==> config.mk <==
export PLATFORM = sky130hd
export DESIGN_NAME = fifo_wrapper
export DESIGN_NICKNAME = d
export VERILOG_FILES = /design/src/rtl/fifo_wrapper.sv
export SDC_FILE = /design/constraint.sdc
export NUM_CORES = 1
export LEC_CHECK = 0
export CAP_MARGIN = 10
export CORE_MARGIN = 4
export CORE_UTILIZATION = 40
export CTS_CLUSTER_SIZE = 25
export DETAILED_ROUTE_END_ITERATION = 10
export PLACE_DENSITY = 0.55
export SYNTH_ARGS = -nofsm -noshare
export SYNTH_HDL_FRONTEND = slang
export SYNTH_SLANG_ARGS = --single-unit
==> constraint.sdc <==
create_clock -name clk -period 8.18 [get_ports clk]
set_clock_uncertainty 0.2 [all_clocks]
set_input_delay 0.818 -clock clk [delete_from_list [all_inputs] [get_ports clk]]
set_output_delay 0.818 -clock clk [all_outputs]
set_load 0.02 [all_outputs]
==> src/rtl/fifo_wrapper.sv <==
// First-word-fall-through FIFO with a registered-state valid/ready handshake on both sides.
// Defining FIFO_WRAPPER_OUTPUT_REG_EN adds an output register stage (2-cycle latency, DEPTH+1 capacity).
module fifo_wrapper #(
    parameter int WIDTH = 8,
    parameter int DEPTH = 128
) (
    input  logic             clk,
    input  logic             reset,
    input  logic [WIDTH-1:0] input_data,
    input  logic             input_valid,
    output logic             input_ready,
    output logic [WIDTH-1:0] output_data,
    output logic             output_valid,
    input  logic             output_ready
);

    localparam int PW = $clog2(DEPTH);
    localparam int CW = $clog2(DEPTH + 1);
    localparam logic [CW-1:0] FULL_COUNT = CW'(DEPTH);
    localparam logic [PW-1:0] LAST_PTR   = PW'(DEPTH - 1);

    logic [WIDTH-1:0] mem_q [DEPTH];
    logic [PW-1:0]    wr_ptr_q, wr_ptr_d;
    logic [PW-1:0]    rd_ptr_q, rd_ptr_d;
    logic [CW-1:0]    count_q, count_d;
    logic             ready_q, ready_d;
    logic             arr_valid;
    logic             wr_en;
    logic             rd_en;

    assign arr_valid = (count_q != '0);
    assign wr_en     = input_valid && ready_q;

`ifdef FIFO_WRAPPER_OUTPUT_REG_EN
    logic [WIDTH-1:0] out_data_q, out_data_d;
    logic             out_valid_q, out_valid_d;

    // The output stage refills from the array in the same edge it is consumed.
    assign rd_en = arr_valid && (!out_valid_q || output_ready);

    always_comb begin
        out_valid_d = out_valid_q;
        out_data_d  = out_data_q;
        if (!out_valid_q || output_ready) begin
            out_valid_d = arr_valid;
            out_data_d  = arr_valid ? mem_q[rd_ptr_q] : '0;
        end
    end

    always_ff @(posedge clk or negedge reset) begin
        if (!reset) begin
            out_valid_q <= 1'b0;
            out_data_q  <= '0;
        end else begin
            out_valid_q <= out_valid_d;
            out_data_q  <= out_data_d;
        end
    end

    assign output_valid = out_valid_q;
    assign output_data  = out_data_q;
`else
    assign rd_en        = arr_valid && output_ready;
    assign output_valid = arr_valid;
    assign output_data  = arr_valid ? mem_q[rd_ptr_q] : '0;
`endif

    // NOTE: every signal assigned here gets a default first, so no path leaves it unassigned and no latch is inferred.
    always_comb begin
        wr_ptr_d = wr_ptr_q;
        rd_ptr_d = rd_ptr_q;
        count_d  = count_q;
        if (wr_en) begin
            wr_ptr_d = (wr_ptr_q == LAST_PTR) ? '0 : wr_ptr_q + PW'(1);
        end
        if (rd_en) begin
            rd_ptr_d = (rd_ptr_q == LAST_PTR) ? '0 : rd_ptr_q + PW'(1);
        end
        unique case ({wr_en, rd_en})
            2'b10:   count_d = count_q + CW'(1);
            2'b01:   count_d = count_q - CW'(1);
            default: count_d = count_q;
        endcase
        ready_d = (count_d != FULL_COUNT);
    end

    // NOTE: sequential state is updated with non-blocking assignments so every flop samples pre-edge values.
    always_ff @(posedge clk or negedge reset) begin
        if (!reset) begin
            wr_ptr_q <= '0;
            rd_ptr_q <= '0;
            count_q  <= '0;
            ready_q  <= 1'b0;
        end else begin
            wr_ptr_q <= wr_ptr_d;
            rd_ptr_q <= rd_ptr_d;
            count_q  <= count_d;
            ready_q  <= ready_d;
        end
    end

    // NOTE: the storage array has no reset; stale words are never visible because output_data is gated by count.
    always_ff @(posedge clk) begin
        if (wr_en) begin
            mem_q[wr_ptr_q] <= input_data;
        end
    end

    assign input_ready = ready_q;

endmodule

* Word-level counts from Yosys, hierarchy flattened
Memories as Yosys holds them, arrays and structs flattened.
Index checks and enable logic that the tools add are counted.
** Word-level totals
- Bits in registers :: 23
- Latch bits :: 0
- RAM bits :: 1024
- ROM bits :: 0
- Logic and storage cells :: 23
- Memories :: 1
** Operators by class
- Add/subtract/negate cells :: 4
- $mul :: 0
- Divide/modulo/power cells :: 0
- Order comparisons :: 0
- Eq/ne operators :: 5
- Shift-type cells :: 0
- Mux-type cells :: 6
- Bitwise gates (word level) :: 0
- Reductions and logical operators :: 3
** Memory list
- mem_q :: words 128, width 8, read ports 1, clocked after Yosys merged registers in 0, wr ports 1, line 22 : logic [WIDTH-1:0] mem_q [DEPTH];
** Operators with widths (count)
- $pmux W8 S2 :: 1
- $add A7 B1 Y7 const B :: 2
- $eq A7 B7 Y1 const B :: 2
- $mux W7 :: 2
- $add A8 B1 Y8 const B :: 1
- $mux W8 :: 1
- $ne A8 B8 Y1 const B :: 1
- $reduce_bool A8 Y1 :: 1
- $sub A8 B1 Y8 const B :: 1
- $eq A2 B1 Y1 const B :: 1
- $eq A2 B2 Y1 const B :: 1
- $logic_and A1 B1 Y1 :: 2
- $mux W1 :: 2

* Depth between registers and ports, before layout
Gate-level depths: netlist of run 1.
- Depth after elaboration :: 5
- Gate-level depth with buffers :: 14
- Gate-level depth less buffers :: 12

* Least setup slack after synthesis of run 1
OpenSTA, ideal clock, no wires.
- Path type :: flip-flop to flip-flop
- Start :: register count_q[4]
- End :: register ready_q (netlist: input_ready)
- Setup time :: 0.136 ns
- Data arrival time :: 3.313 ns
- Required time :: 7.844 ns
- Path slack :: 4.531 ns
- Stages on the path, launching flop included :: 14
- Clock period less this slack :: 3.649 ns
- Path through :: dfrtp_1 > buf_6 > or4_4 > nor3_2 > inv_1 > nand2_1 > inv_2 > ha_1 > a21oi_1 > a31oi_1 > a21o_1 > o31a_1 > nor4b_2 > nand4b_1
** Between the ends
- Longest elaborated chain between the ends :: 5
** Ends and longest elaborated chain
- from (decl) :: line 25 : logic [CW-1:0] count_q, count_d;
- from (signal assigned) :: line 97 : count_q <= count_d;
- $reduce_bool A8 Y1 (*) :: line 31 : assign arr_valid = (count_q != '0);
- via output_valid :: line 13 : output logic output_valid,
- $logic_and A1 B1 Y1 (*) :: line 63 : assign rd_en = arr_valid && output_ready;
- $eq A2 B1 Y1 or $eq A2 B2 Y1 (tied branches) :: line 79 : unique case ({wr_en, rd_en})
- $pmux W8 S2 (*) :: line 79
- $ne A8 B8 Y1 (*) :: line 84 : ready_d = (count_d != FULL_COUNT);
- via ready_d :: line 26 : logic ready_q, ready_d;
- to (signal assigned) :: line 98 : ready_q <= ready_d;
- to (decl) :: line 26
Mark *: on every way through the listed nets, which the timed path passes. The rest lies on a longest branch.
A chain may end at the register's enable or synchronous reset.

* Worst setup path after layout of run 1
- Start :: register rd_ptr_q[0]
- End :: output port output_data[5]
** Between the ends
- Longest elaborated chain between the ends :: 2
** Ends and longest elaborated chain
- from (decl) :: line 24 : logic [PW-1:0] rd_ptr_q, rd_ptr_d;
- from (signal assigned) :: line 96 : rd_ptr_q <= rd_ptr_d;
- $mem_v2 Z128 W8
- $mux W8 :: line 65 : assign output_data = arr_valid ? mem_q[rd_ptr_q] : '0;
- to (decl) :: line 12 : output logic [WIDTH-1:0] output_data,
Every way passes these cells.

==> summary.md, run 1 <==
| Metric | Value |
|---|---|
| Core box area | `103,600 um2` |
| Residual DRC | `0` |
| Synth area leader | `edfxtp_1` |
| CP peak stage delay | `~1.0 ns` |
| Dominant synthesized flop cell | `edfxtp_1` |
| Inserted Clock Buffers | `107` |
| IO Count | `22` |
| Share of the synthesized area in the top cell type | `0.7366` |
| GR Overflow Total | `0` |
| Setup_tns | `0 ns` |
| Power Dens Cells | `316.2 nW/um2` |
| Dpl cells | `between 3,000 and 4,000` |
| Post-synthesis mux area share | `0.1562` |
| Clk root buf | `clkbuf_16` |
| Final WL | `approximately 110,000 um` |
| TritonRoute pass-1 iters | `8` |
| Vias | `20,540` |
| Hpwl dp | `64,400 um` |
| H-Tree Depth | `3` |
| Syn Area/Cell | `20.48 um2` |
| Area growth syn-to-layout | `11.54%` |
| Fmax | `~0.16 GHz` |
| Seq pwr share | `0.425` |
| Post-synthesis sequential area ratio | `0.7503` |
| CP required | `7.16 ns` |
| Combinational power share | `0.250` |
| Combinational family with the most area after synthesis | `multiplexers` |
| Final slew viol count | `0` |
| Postcts setup bufs | `0` |
| Post-synthesis compound-gate area fraction | `0.03180` |
| Clock Sinks | `1,047` |
| Switching share of power | `0.3115` |
| Post-synth ARST share | `0.02197` |
| Yosys warns | `0` |
| RSZ-0062 raised after global routing | `no` |
| Clock-pin slew on the worst setup and hold paths | `roughly 0.06 ns` |
| Worst slew margin | `0.2186` |
| Synth unique cells | `71` |
| Largest net degree at the start of global routing | `131` |
| ANT nets after route | `0` |
| Crit start category | `flop` |
| Synth area leaders | `edfxtp_1, mux4_2, mux4_1` |
| Layout cells sized above 1 | `0.1956` |
| Worst path cell trace | `buf_12 -> buf_4 -> mux4_2 -> a22oi_1 -> nand2_1 -> a2111oi_0 -> nor4_1 -> clkdlybuf4s50_1` |
| Nets | `approximately 2,100` |
| CTS max path bufs | `3` |
| Max cap viols | `0` |
| First-pass GRT wire length | `154,300 um` |
| Simple-Gate Fraction of Synth Area | `0.03632` |
| Slowest CP cell | `a2111oi_0` |
| Worst Tran Pin Value | `1.168 ns` |
| CTS resizes | `0` |
| Final Non-Filler Cells | `3,554` |
| Vias in the first global route | `between 20,000 and 25,000` |
| Post-synth EDFFs | `1,024` |
| TritonCTS clock tree | `built` |
| Die area | `109,600 um2` |
| Setup violators final | `0` |
| Tmin final | `6.274 ns` |
| Starting Density | `0.4028` |
| Final Hold Fails | `0` |
| Skew-Pair Late Insertion Delay | `0.67 ns` |
| FP Rows | `between 100 and 150` |
| IO Port Bufs | `21` |
| Synth Area in Adders | `0.001199` |
| Cell Int Power | `10.14 mW` |
| Area occupied by registers | `about 31,000 um2` |
| Post-Synthesis Cells | `between 2,000 and 2,500` |
| Outcome | `completed` |
| Post-Synth XOR/XNOR Area | `0.002727` |
| Die Wd | `331.1 um` |
| Max FO, Critical Path | `49` |
| Multi-input logic area | `9540 um2` |
| Initial antenna violation count | `3` |
| Power share of the clock group | `0.325` |
| LEAKAGE | `around 14 nW` |
| Wire length per cell | `29.97 um` |
| Worst vdd ir | `0.0003364 V` |
| DR vias/cell | `slightly below 6` |
| Fillers | `a little under 9,000` |
| CP Capture Type | `output port` |
| P_sw | `4.587 mW` |
| Tcrit/Tclk final | `0.7670` |
| Worst Hold Class | `flop to flop` |
| Post-synthesis register bit count | `around 1,000` |
| Hold Buf Count CTS | `0` |
| Cell Area, Synth | `around 42,000 um2` |
| Initial DRC Count | `between 2,000 and 2,500` |
| Die Ht | `331.1 um` |
| Placer Congestion | `0.9136` |
| Total GRT Usage | `0.1962` |
| Setup CP Type | `flop to output port` |
| Post-Syn Nets | `2,054` |
| Critical Path AT | `roughly 5.3 ns` |
-- power groups by stage --
stage | clock network, mW | logic, mW | registers, mW
2_1_floorplan | 0 | 2.43 | 6.18
3_3_place_gp | 0 | 3.66 | 6.35
3_5_place_dp | 0 | 3.67 | 6.36
4_1_cts | 4.87 | 3.68 | 6.25
5_1_grt | 5.11 | 3.85 | 6.27
6_report | 4.78 | 3.68 | 6.26
-- cells by family (layout without fill, tap and decap cells) --
| family | count (synthesis) | count (layout) |
|---|---|---|
| XOR/XNOR | 13 | 13 |
| flip-flops | 1047 | 1047 |
| multiplexers | 342 | 342 |
| other | 0 | 1 |
| AND/OR/NAND/NOR | 319 | 319 |
| AO/OA/AOI/OAI | 187 | 187 |
| buffers and inverters | 126 | 261 |
| adder cells (fa/ha/maj) | 4 | 4 |
-- layout by cell type (no fill, tap or decap), drive strengths merged, types with 4 or more instances in the layout --
master	netlist	routed
a2111oi	5	5
a211oi	20	20
a21oi	31	31
a221oi	14	14
a22oi	48	48
a31oi	10	10
and2	8	8
and3	4	4
buf	74	40
bufinv	0	9
clkbuf	43	131
clkdlybuf4s50	0	13
clkinv	0	51
clkinvlp	0	5
dfrtp	23	23
edfxtp	1024	1024
ha	4	4
inv	8	12
mux2	5	5
mux2i	102	102
mux4	235	235
nand2	49	49
nand2b	7	7
nand3	16	16
nand3b	6	6
nand4	5	5
nor2	150	150
nor2b	17	17
nor3	16	16
nor4	11	11
o211ai	5	5
o21ai	19	19
o22ai	7	7
or2	10	10
or3	5	5
xnor2	11	11
-- cells in the mapped netlist, drive strengths merged (17+ instances only) --
cell type	count
a211oi	20
a21oi	31
a22oi	48
buf	74
clkbuf	43
dfrtp	23
edfxtp	1024
mux2i	102
mux4	235
nand2	49
nor2	150
nor2b	17
o21ai	19
-- through the flow --
step	area, um2	hold WS, ns	setup WS, ns	power [mW]	util
2_1_floorplan	41750	0.2926	4.531	8.611	-
3_3_place_gp	43120	0.2585	2.427	10.01	0.4160
3_5_place_dp	43120	0.2728	2.577	10.03	0.4161
4_1_cts	46560	0.2806	1.844	14.80	0.4493
5_1_grt	46560	0.3159	1.654	15.23	0.4493
6_report	46570	0.2890	1.906	14.73	0.4493
-- worst max-delay path: cells and delay by family, from the launching register on --
| kind | cells | cell delay (ns) |
|---|---|---|
| buf+inv | 3 | 1.33 |
| compound gates | 2 | 1.21 |
| flops | 1 | 0.97 |
| mux | 1 | 0.54 |
| simple gates | 2 | 0.47 |
-- layout make-up --
class / count / share of cell area
diodes: 1 / 0.00005374
clock buffers: 131 / 0.06102
clock inverters: 69 / 0.01287
inverters: 8 / 0.0006449
multi-input cells: 865 / 0.2049
flip-flops and latches: 1047 / 0.6729
well taps: 1380 / 0.03708
repair buffers: 53 / 0.01051
-- per-layer routing --
metal	track usage	wire, um	part of all wire
met1	0.2760	45810	0.43
met2	0.3118	50440	0.47
met3	0.03653	6902	0.065
met4	0.06418	3346	0.031
met5	0	26	0.00024
-- registers in the layout (all words and copies together), names as in the netlist --
name / cells
wr_ptr_q: 7
rd_ptr_q: 7
mem_q: 1024
count_q: 8
input_ready: 1
-- path summary, 6_finish.rpt --
| check | slack, ns | cells after the start | startpoint | end |
|---|---|---|---|---|
| max in group asynchronous | 7.10 | 2 | reset | rd_ptr_q[0]$_DFFE_PN0P_ |
| hold / removal | 0.29 | 1 | rd_ptr_q[3]$_DFFE_PN0P_ | rd_ptr_q[3]$_DFFE_PN0P_ |
| hold reg to reg | 0.29 | 1 | rd_ptr_q[3]$_DFFE_PN0P_ | rd_ptr_q[3]$_DFFE_PN0P_ |
| min in group asynchronous | 0.35 | 2 | reset | wr_ptr_q[1]$_DFFE_PN0P_ |
| setup reg to reg | 3.28 | 12 | count_q[5]$_DFF_PN0_ | input_ready$_DFF_PN0_ |
| setup / recovery | 1.91 | 8 | rd_ptr_q[0]$_DFFE_PN0P_ | output_data[5] |
No activity file was read; power rests on OpenSTA's default activity.
==> run 2: changes to the inputs <==
--- a/config.mk
+++ b/config.mk
@@ -10,7 +10,7 @@
 export CORE_UTILIZATION = 40
 export CTS_CLUSTER_SIZE = 25
 export DETAILED_ROUTE_END_ITERATION = 10
-export PLACE_DENSITY = 0.55
+export PLACE_DENSITY = 0.57
 export SYNTH_ARGS = -nofsm -noshare
 export SYNTH_HDL_FRONTEND = slang
 export SYNTH_SLANG_ARGS = --single-unit
==> constraint.sdc (replaced) <==
create_clock -name clk -period 5.3 [get_ports clk]
set_clock_uncertainty 0.2 [all_clocks]
set_input_delay 0.53 -clock clk [delete_from_list [all_inputs] [get_ports clk]]
set_output_delay 0.53 -clock clk [all_outputs]
set_load 0.02 [all_outputs]
==> summary.md, run 2 (synthesis gave the netlist of run 1 again) <==
| Metric | Value |
|---|---|
| Outcome | `completed (unchanged)` |
| Final WL | `104,200 um (was 106,500 um)` |
| IO Count | `22 (unchanged)` |
| IO Port Bufs | `21 (unchanged)` |
| First-pass GRT wire length | `152,000 um (was 154,300 um)` |
| ANT nets after route | `0 (unchanged)` |
| Placer Congestion | `0.8436 (was 0.9136)` |
| Power consumption | `22.94 mW (was 14.73 mW)` |
| Total GRT Usage | `0.1917 (was 0.1962)` |
| Final Hold Fails | `0 (unchanged)` |
| Final slew viol count | `0 (unchanged)` |
| CP Capture Type | `output port (unchanged)` |
| Setup CP Type | `flop to output port (unchanged)` |
| Power Dens Cells | `488.2 nW/um2 (was 316.2 nW/um2)` |
| Setup_tns | `0 ns (unchanged)` |
| Worst slew margin | `0.2958 (was 0.2186)` |
| Worst Hold Class | `input pin to asynchronous set/reset pin (was flop to flop)` |
| CP peak stage delay | `0.87 ns (was 1.02 ns)` |
| Vias in the first global route | `21,150 (was 21,050)` |
| Nets | `2,139 (was 2,098)` |
| TritonCTS clock tree | `built (unchanged)` |
| Register-to-register path setup slack | `0.53 ns (was 3.28 ns)` |
| Skew-Pair Late Insertion Delay | `0.68 ns (was 0.67 ns)` |
| Worst vdd ir | `0.0003624 V (was 0.0003364 V)` |
| Area occupied by registers | `31,340 um2 (unchanged)` |
| Fillers | `8,719 (was 8,707)` |
| Die Ht | `331.1 um (unchanged)` |
| Max reg flops | `1,024 (unchanged)` |
| Dpl cells | `3,391 (was 3,353)` |
| Clk root buf | `clkbuf_16 (unchanged)` |
| Initial DRC Count | `2,053 (was 2,251)` |
| Commonest cells after routing, fill and taps aside | `edfxtp_1, mux4_2, nor2_1, clkbuf_16, mux2i_1 (unchanged)` |
| GR Overflow Total | `0 (unchanged)` |
| CTS max path bufs | `3 (unchanged)` |
| Worst Tran Pin Value | `1.052 ns (was 1.168 ns)` |
| Clock Sinks | `1,047 (unchanged)` |
| TritonRoute pass-1 iters | `8 (unchanged)` |
| Core box area | `103,600 um2 (unchanged)` |
| Critical Path AT | `4.41 ns (was 5.26 ns)` |
| LEAKAGE | `14.70 nW (was 14.46 nW)` |
| Die Wd | `331.1 um (unchanged)` |
| Max FO, Critical Path | `43 (was 49)` |
| Max cap viols | `0 (unchanged)` |
| Tcrit/Tclk final | `0.9704` |
| Crit start category | `flop (unchanged)` |
| Residual DRC | `0 (unchanged)` |
| DR vias/cell | `5.754 (was 5.780)` |
| Clock-pin slew on the worst setup and hold paths | `0.06 ns (about the same)` |
| Initial antenna violation count | `2 (was 3)` |
| Slowest CP cell | `dfrtp_4 (was a2111oi_0)` |
| Regs by FF count | `mem_q (1024), count_q (8) (unchanged)` |
| Final Non-Filler Cells | `3,593 (was 3,554)` |
| Area growth syn-to-layout | `12.56% (was 11.54%)` |
| Vias | `20,680 (was 20,540)` |
| Pre-CTS WS | `0.5860 ns (was 2.577 ns)` |
| Final worst setup slack | `0.1569 ns (was 1.906 ns)` |
| Layout cells sized above 1 | `0.2057 (was 0.1956)` |
| Most common cell after layout, fill and taps aside | `edfxtp_1 (unchanged)` |
| Die area | `109,600 um2 (unchanged)` |
| Wire length per cell | `29.01 um (was 29.97 um)` |
| Tmin final | `5.143 ns` |
| Inserted Clock Buffers | `109 (was 107)` |
| CP required | `4.57 ns (was 7.16 ns)` |
| FP Rows | `118 (unchanged)` |
| Cell mode on critical path | `buf_4` |
| Fmax | `just under 0.2 GHz` |
| Multi-input logic area | `9544 um2 (was 9540 um2)` |
| Setup violators final | `0 (unchanged)` |
| RSZ-0062 raised after global routing | `no (unchanged)` |
| Worst path cell trace | `buf_4 -> mux4_1 -> nand2b_1 -> o221ai_1 -> a211oi_1 -> nor4_1 -> buf_4 -> nor3_1 -> clkdlybuf4s50_1 (was buf_12 -> buf_4 -> mux4_2 -> a22oi_1 -> nand2_1 -> a2111oi_0 -> nor4_1 -> clkdlybuf4s50_1)` |
| Largest net degree at the start of global routing | `81 (was 131)` |
| Hpwl dp | `64,340 um (was 64,400 um)` |
| H-Tree Depth | `3 (unchanged)` |
| Largest Register | `mem_q (unchanged)` |
| Starting Density | `0.4028 (unchanged)` |
run 2: changes by cell type in the layout (fill, tap and decap cells not counted), sizes merged:
cell | before | now
clkdlybuf4s50 | 13 | 10
bufinv | 9 | 10
inv | 12 | 10
clkinv | 51 | 48
buf | 40 | 82
clkinvlp | 5 | 3
clkbuf | 131 | 137
run 2: final cells by class:
type / instances / share of cell area
clock inverters: 63 / 0.01198
well taps: 1380 / 0.03675
flip-flops and latches: 1047 / 0.6669
multi-input cells: 865 / 0.2031
repair buffers: 92 / 0.01896
inverters: 8 / 0.0006390
diodes: 1 / 0.00005325
clock buffers: 137 / 0.06164
run 2: final timing paths:
kind / cells past startpoint / end / startpoint
setup / recovery: 9 / output_data[0] / rd_ptr_q[1]$_DFFE_PN0P_
hold / removal: 2 / rd_ptr_q[6]$_DFFE_PN0P_ / reset
setup reg to reg: 11 / input_ready$_DFF_PN0_ / count_q[5]$_DFF_PN0_
hold reg to reg: 1 / wr_ptr_q[4]$_DFFE_PN0P_ / wr_ptr_q[4]$_DFFE_PN0P_
max in group asynchronous: 2 / rd_ptr_q[0]$_DFFE_PN0P_ / reset
min in group clk: 1 / mem_q[0][6]$_DFFE_PP_ / input_data[6]
run 2: metrics by stage:
| step | utilization | area [um2] | hold WS [ns] |
|---|---|---|---|
| after floorplan | - | 41750 | 0.03441 |
| after global placement | 0.4197 | 43500 | 0.3133 |
| after detailed placement | 0.4197 | 43500 | 0.3327 |
| after CTS | 0.4531 | 46960 | 0.03104 |
| after global routing | 0.4534 | 46990 | 0.05313 |
| final | 0.4534 | 46990 | 0.06715 |
run 2: worst max-delay path: cells and delay by family (launching register included):
kind                   cells  cell delay [ns]
AO/OA/AOI/OAI              2             0.66
buffers and inverters      3             1.33
flip-flops                 1             0.87
multiplexers               1             0.22
AND/OR/NAND/NOR            3             0.62
run 2: timing repair:
| item | 4_1_cts | 5_1_grt |
|---|---|---|
| setup endpoints to repair | 0 | 5 |
| gates resized for setup | 0 | 2 |
| buffers inserted | 0 | 1 |
| hold buffers | 0 | 0 |
run 2: power breakdown:
group | internal, mW | total (mW) | switching [mW]
sequential | 9.30 | 9.68 | 0.378
combinational | 2.31 | 5.84 | 3.53
clock | 4.33 | 7.42 | 3.08
total | 15.9 | 22.9 | 7.00
run 2: routing by layer:
metal / global-route usage / up-vias / share of wire
met4: 0.05842 / 2 / 0.032
met5: 0 / - / 0.00012
met2: 0.3106 / 828 / 0.48
li1: - / 8662 / -
met1: 0.2664 / 11000 / 0.41
met3: 0.03521 / 187 / 0.070
==> run 3: changes to the inputs <==
--- a/config.mk
+++ b/config.mk
@@ -10,6 +10,7 @@
 export CORE_UTILIZATION = 40
 export CTS_CLUSTER_SIZE = 25
 export DETAILED_ROUTE_END_ITERATION = 10
+export MAX_ROUTING_LAYER = met4
 export PLACE_DENSITY = 0.57
 export SYNTH_ARGS = -nofsm -noshare
 export SYNTH_HDL_FRONTEND = slang
==> summary.md, run 3 (synthesis gave the netlist of run 1 again) <==
| Metric | Value |
|---|---|
| Outcome | `completed (unchanged)` |
| Vias | `20,570 (was 20,680)` |
| LEAKAGE | `14.70 nW (unchanged)` |
| FP Rows | `118 (unchanged)` |
| Final WL | `104,200 um (about the same)` |
| Fmax | `0.1947 GHz (was 0.1944 GHz)` |
| Met3 usage | `0.03402 (was 0.03521)` |
| Cell mode on critical path | `buf_4 (unchanged)` |
| Clock-pin slew on the worst setup and hold paths | `0.06 ns (about the same)` |
| Worst slew margin | `0.2825 (was 0.2958)` |
| Core box area | `103,600 um2 (unchanged)` |
| Tmin final | `5.137 ns (was 5.143 ns)` |
| Setup violators final | `0 (unchanged)` |
| Largest Register | `mem_q (unchanged)` |
| IO Port Bufs | `21 (unchanged)` |
| Initial antenna violation count | `2 (unchanged)` |
| Area occupied by registers | `31,340 um2 (unchanged)` |
| Buffers & Inverters on Critical Path | `3 (unchanged)` |
| Initial DRC Count | `2,115 (was 2,053)` |
| Max FO, Critical Path | `43 (unchanged)` |
| RSZ-0062 raised after global routing | `no (unchanged)` |
| Worst vdd ir | `0.0003610 V (was 0.0003624 V)` |
| First-pass GRT wire length | `151,900 um (was 152,000 um)` |
| Crit start category | `flop (unchanged)` |
| Starting Density | `0.4028 (unchanged)` |
| CP top delay family | `buffers and inverters (unchanged)` |
| Skew-Pair Late Insertion Delay | `0.67 ns (was 0.68 ns)` |
| Setup_tns | `0 ns (unchanged)` |
| Nets | `2,139 (unchanged)` |
| Tcrit/Tclk final | `0.9692 (was 0.9704)` |
| Busiest grt layer | `met2 (unchanged)` |
| Clock Sinks | `1,047 (unchanged)` |
| DR vias/cell | `5.724 (was 5.754)` |
| CTS max path bufs | `3 (unchanged)` |
| ANT nets after route | `0 (unchanged)` |
| DP Area | `43,500 um2 (unchanged)` |
| Critical path depth in cells | `9 (unchanged)` |
| Met2 Resource Use GR | `0.3118 (was 0.3106)` |
| TritonRoute pass-1 iters | `5 (was 8)` |
| Inserted Clock Buffers | `109 (unchanged)` |
| Clk root buf | `clkbuf_16 (unchanged)` |
| Most common cell after layout, fill and taps aside | `edfxtp_1 (unchanged)` |
| Placer Congestion | `0.8568 (was 0.8436)` |
| Fillers | `8,723 (was 8,719)` |
| Worst path cell trace | `buf_4 -> mux4_1 -> nand2b_1 -> o221ai_1 -> a211oi_1 -> nor4_1 -> buf_4 -> nor3_1 -> clkdlybuf4s50_1 (unchanged)` |
| Critical Path AT | `4.41 ns (about the same)` |
| Die area | `109,600 um2 (unchanged)` |
| Worst Hold Class | `input pin to asynchronous set/reset pin (unchanged)` |
| Met1 usage | `0.2680 (was 0.2664)` |
| GR Overflow Total | `0 (unchanged)` |
| CP Capture Type | `output port (unchanged)` |
| Vias in the first global route | `21,070 (was 21,150)` |
| Slowest CP cell | `dfrtp_4 (unchanged)` |
| Die Ht | `331.1 um (unchanged)` |
| Worst Reg-to-Reg Cells | `11 (unchanged)` |
| Finished Cell Area | `46,990 um2 (about the same)` |
| Worst Tran Pin Value | `1.072 ns (was 1.052 ns)` |
| Final Hold Fails | `0 (unchanged)` |
| Max cap viols | `0 (unchanged)` |
| CP required | `4.57 ns (about the same)` |
| Area growth syn-to-layout | `12.56% (about the same)` |
| Hpwl dp | `64,340 um (unchanged)` |
| TritonCTS clock tree | `built (unchanged)` |
| Max reg flops | `1,024 (unchanged)` |
| Multi-input logic area | `9544 um2 (unchanged)` |
| IO Count | `22 (unchanged)` |
| Residual DRC | `0 (unchanged)` |
| Wire length per cell | `29.01 um (about the same)` |
| Die Wd | `331.1 um (unchanged)` |
| CP peak stage delay | `0.87 ns (about the same)` |
| Largest net degree at the start of global routing | `81 (unchanged)` |
| H-Tree Depth | `3 (unchanged)` |
| Setup CP Type | `flop to output port (unchanged)` |
| Regs by FF count | `mem_q (1024), count_q (8) (unchanged)` |
| Total GRT Usage | `0.1976 (was 0.1917)` |
| Final slew viol count | `0 (unchanged)` |
| Commonest cells after routing, fill and taps aside | `edfxtp_1, mux4_2, nor2_1, clkbuf_16, mux2i_1 (unchanged)` |
| Layout cells sized above 1 | `0.2057 (unchanged)` |
| Power Dens Cells | `488.0 nW/um2 (was 488.2 nW/um2)` |
==> run 3: cell count changes in the layout (fill, tap and decap cells not counted), sizes merged <==
cell	delta
diode	+1
==> run 3: through the flow <==
step	power [mW]	util	setup WS, ns	hold slack, ns	instances
2_1_floorplan	13.29	-	1.651	0.03441	2038
3_3_place_gp	15.63	0.4197	0.6712	0.3133	3391
3_5_place_dp	15.68	0.4197	0.5860	0.3327	3391
4_1_cts	23.06	0.4531	0.006317	0.03104	3591
5_1_grt	23.75	0.4534	0.04253	0.05286	3594
6_report	22.93	0.4534	0.1630	0.07409	3594
==> run 3: final timing paths <==
kind / start / end / slack [ns]
max: rd_ptr_q[1]$_DFFE_PN0P_ / output_data[3] / 0.16
min: reset / rd_ptr_q[2]$_DFFE_PN0P_ / 0.07
max reg2reg: count_q[5]$_DFF_PN0_ / input_ready$_DFF_PN0_ / 0.49
min reg2reg: wr_ptr_q[4]$_DFFE_PN0P_ / wr_ptr_q[4]$_DFFE_PN0P_ / 0.35
max in group asynchronous: reset / rd_ptr_q[0]$_DFFE_PN0P_ / 4.50
min in group clk: input_data[6] / mem_q[2][6]$_DFFE_PP_ / 0.20
==> run 3: worst register-to-register path, delay by kind of cell (launching register included) <==
kind	cells	cell delay (ns)
and+or+nand+nor	5	2.26
AOI/OAI and AO/OA	2	0.58
buffers and inverters	2	0.52
adders and majority gates	1	0.50
DFF	1	0.46
xor gates and xnor gates	1	0.15
==> run 3: layout make-up <==
cell class / instances / share of cell area
flip-flops and latches: 1047 / 0.6668
multi-input cells: 865 / 0.2031
clock buffers: 137 / 0.06164
well taps: 1380 / 0.03674
repair buffers: 92 / 0.01896
clock inverters: 63 / 0.01198
inverters: 8 / 0.0006390
diodes: 2 / 0.0001065
==> run 3: power breakdown <==
group | total, mW | switching, mW | internal [mW]
Combinational | 5.85 | 3.54 | 2.31
Clock | 7.40 | 3.07 | 4.33
Sequential | 9.68 | 0.377 | 9.30
==> run 3: per-layer routing <==
metal | share of wire | vias up
met1 | 0.42 | 10990
met2 | 0.49 | 749
met5 | 0 | -
li1 | - | 8668
met4 | 0.027 | 0
met3 | 0.064 | 162
==> run 3: timing repair <==
action                                  4_1_cts  5_1_grt
setup buffers                                 0        1
endpoints found under the setup margin        0        5
hold buffers                                  0        0
resized for setup                             0        2
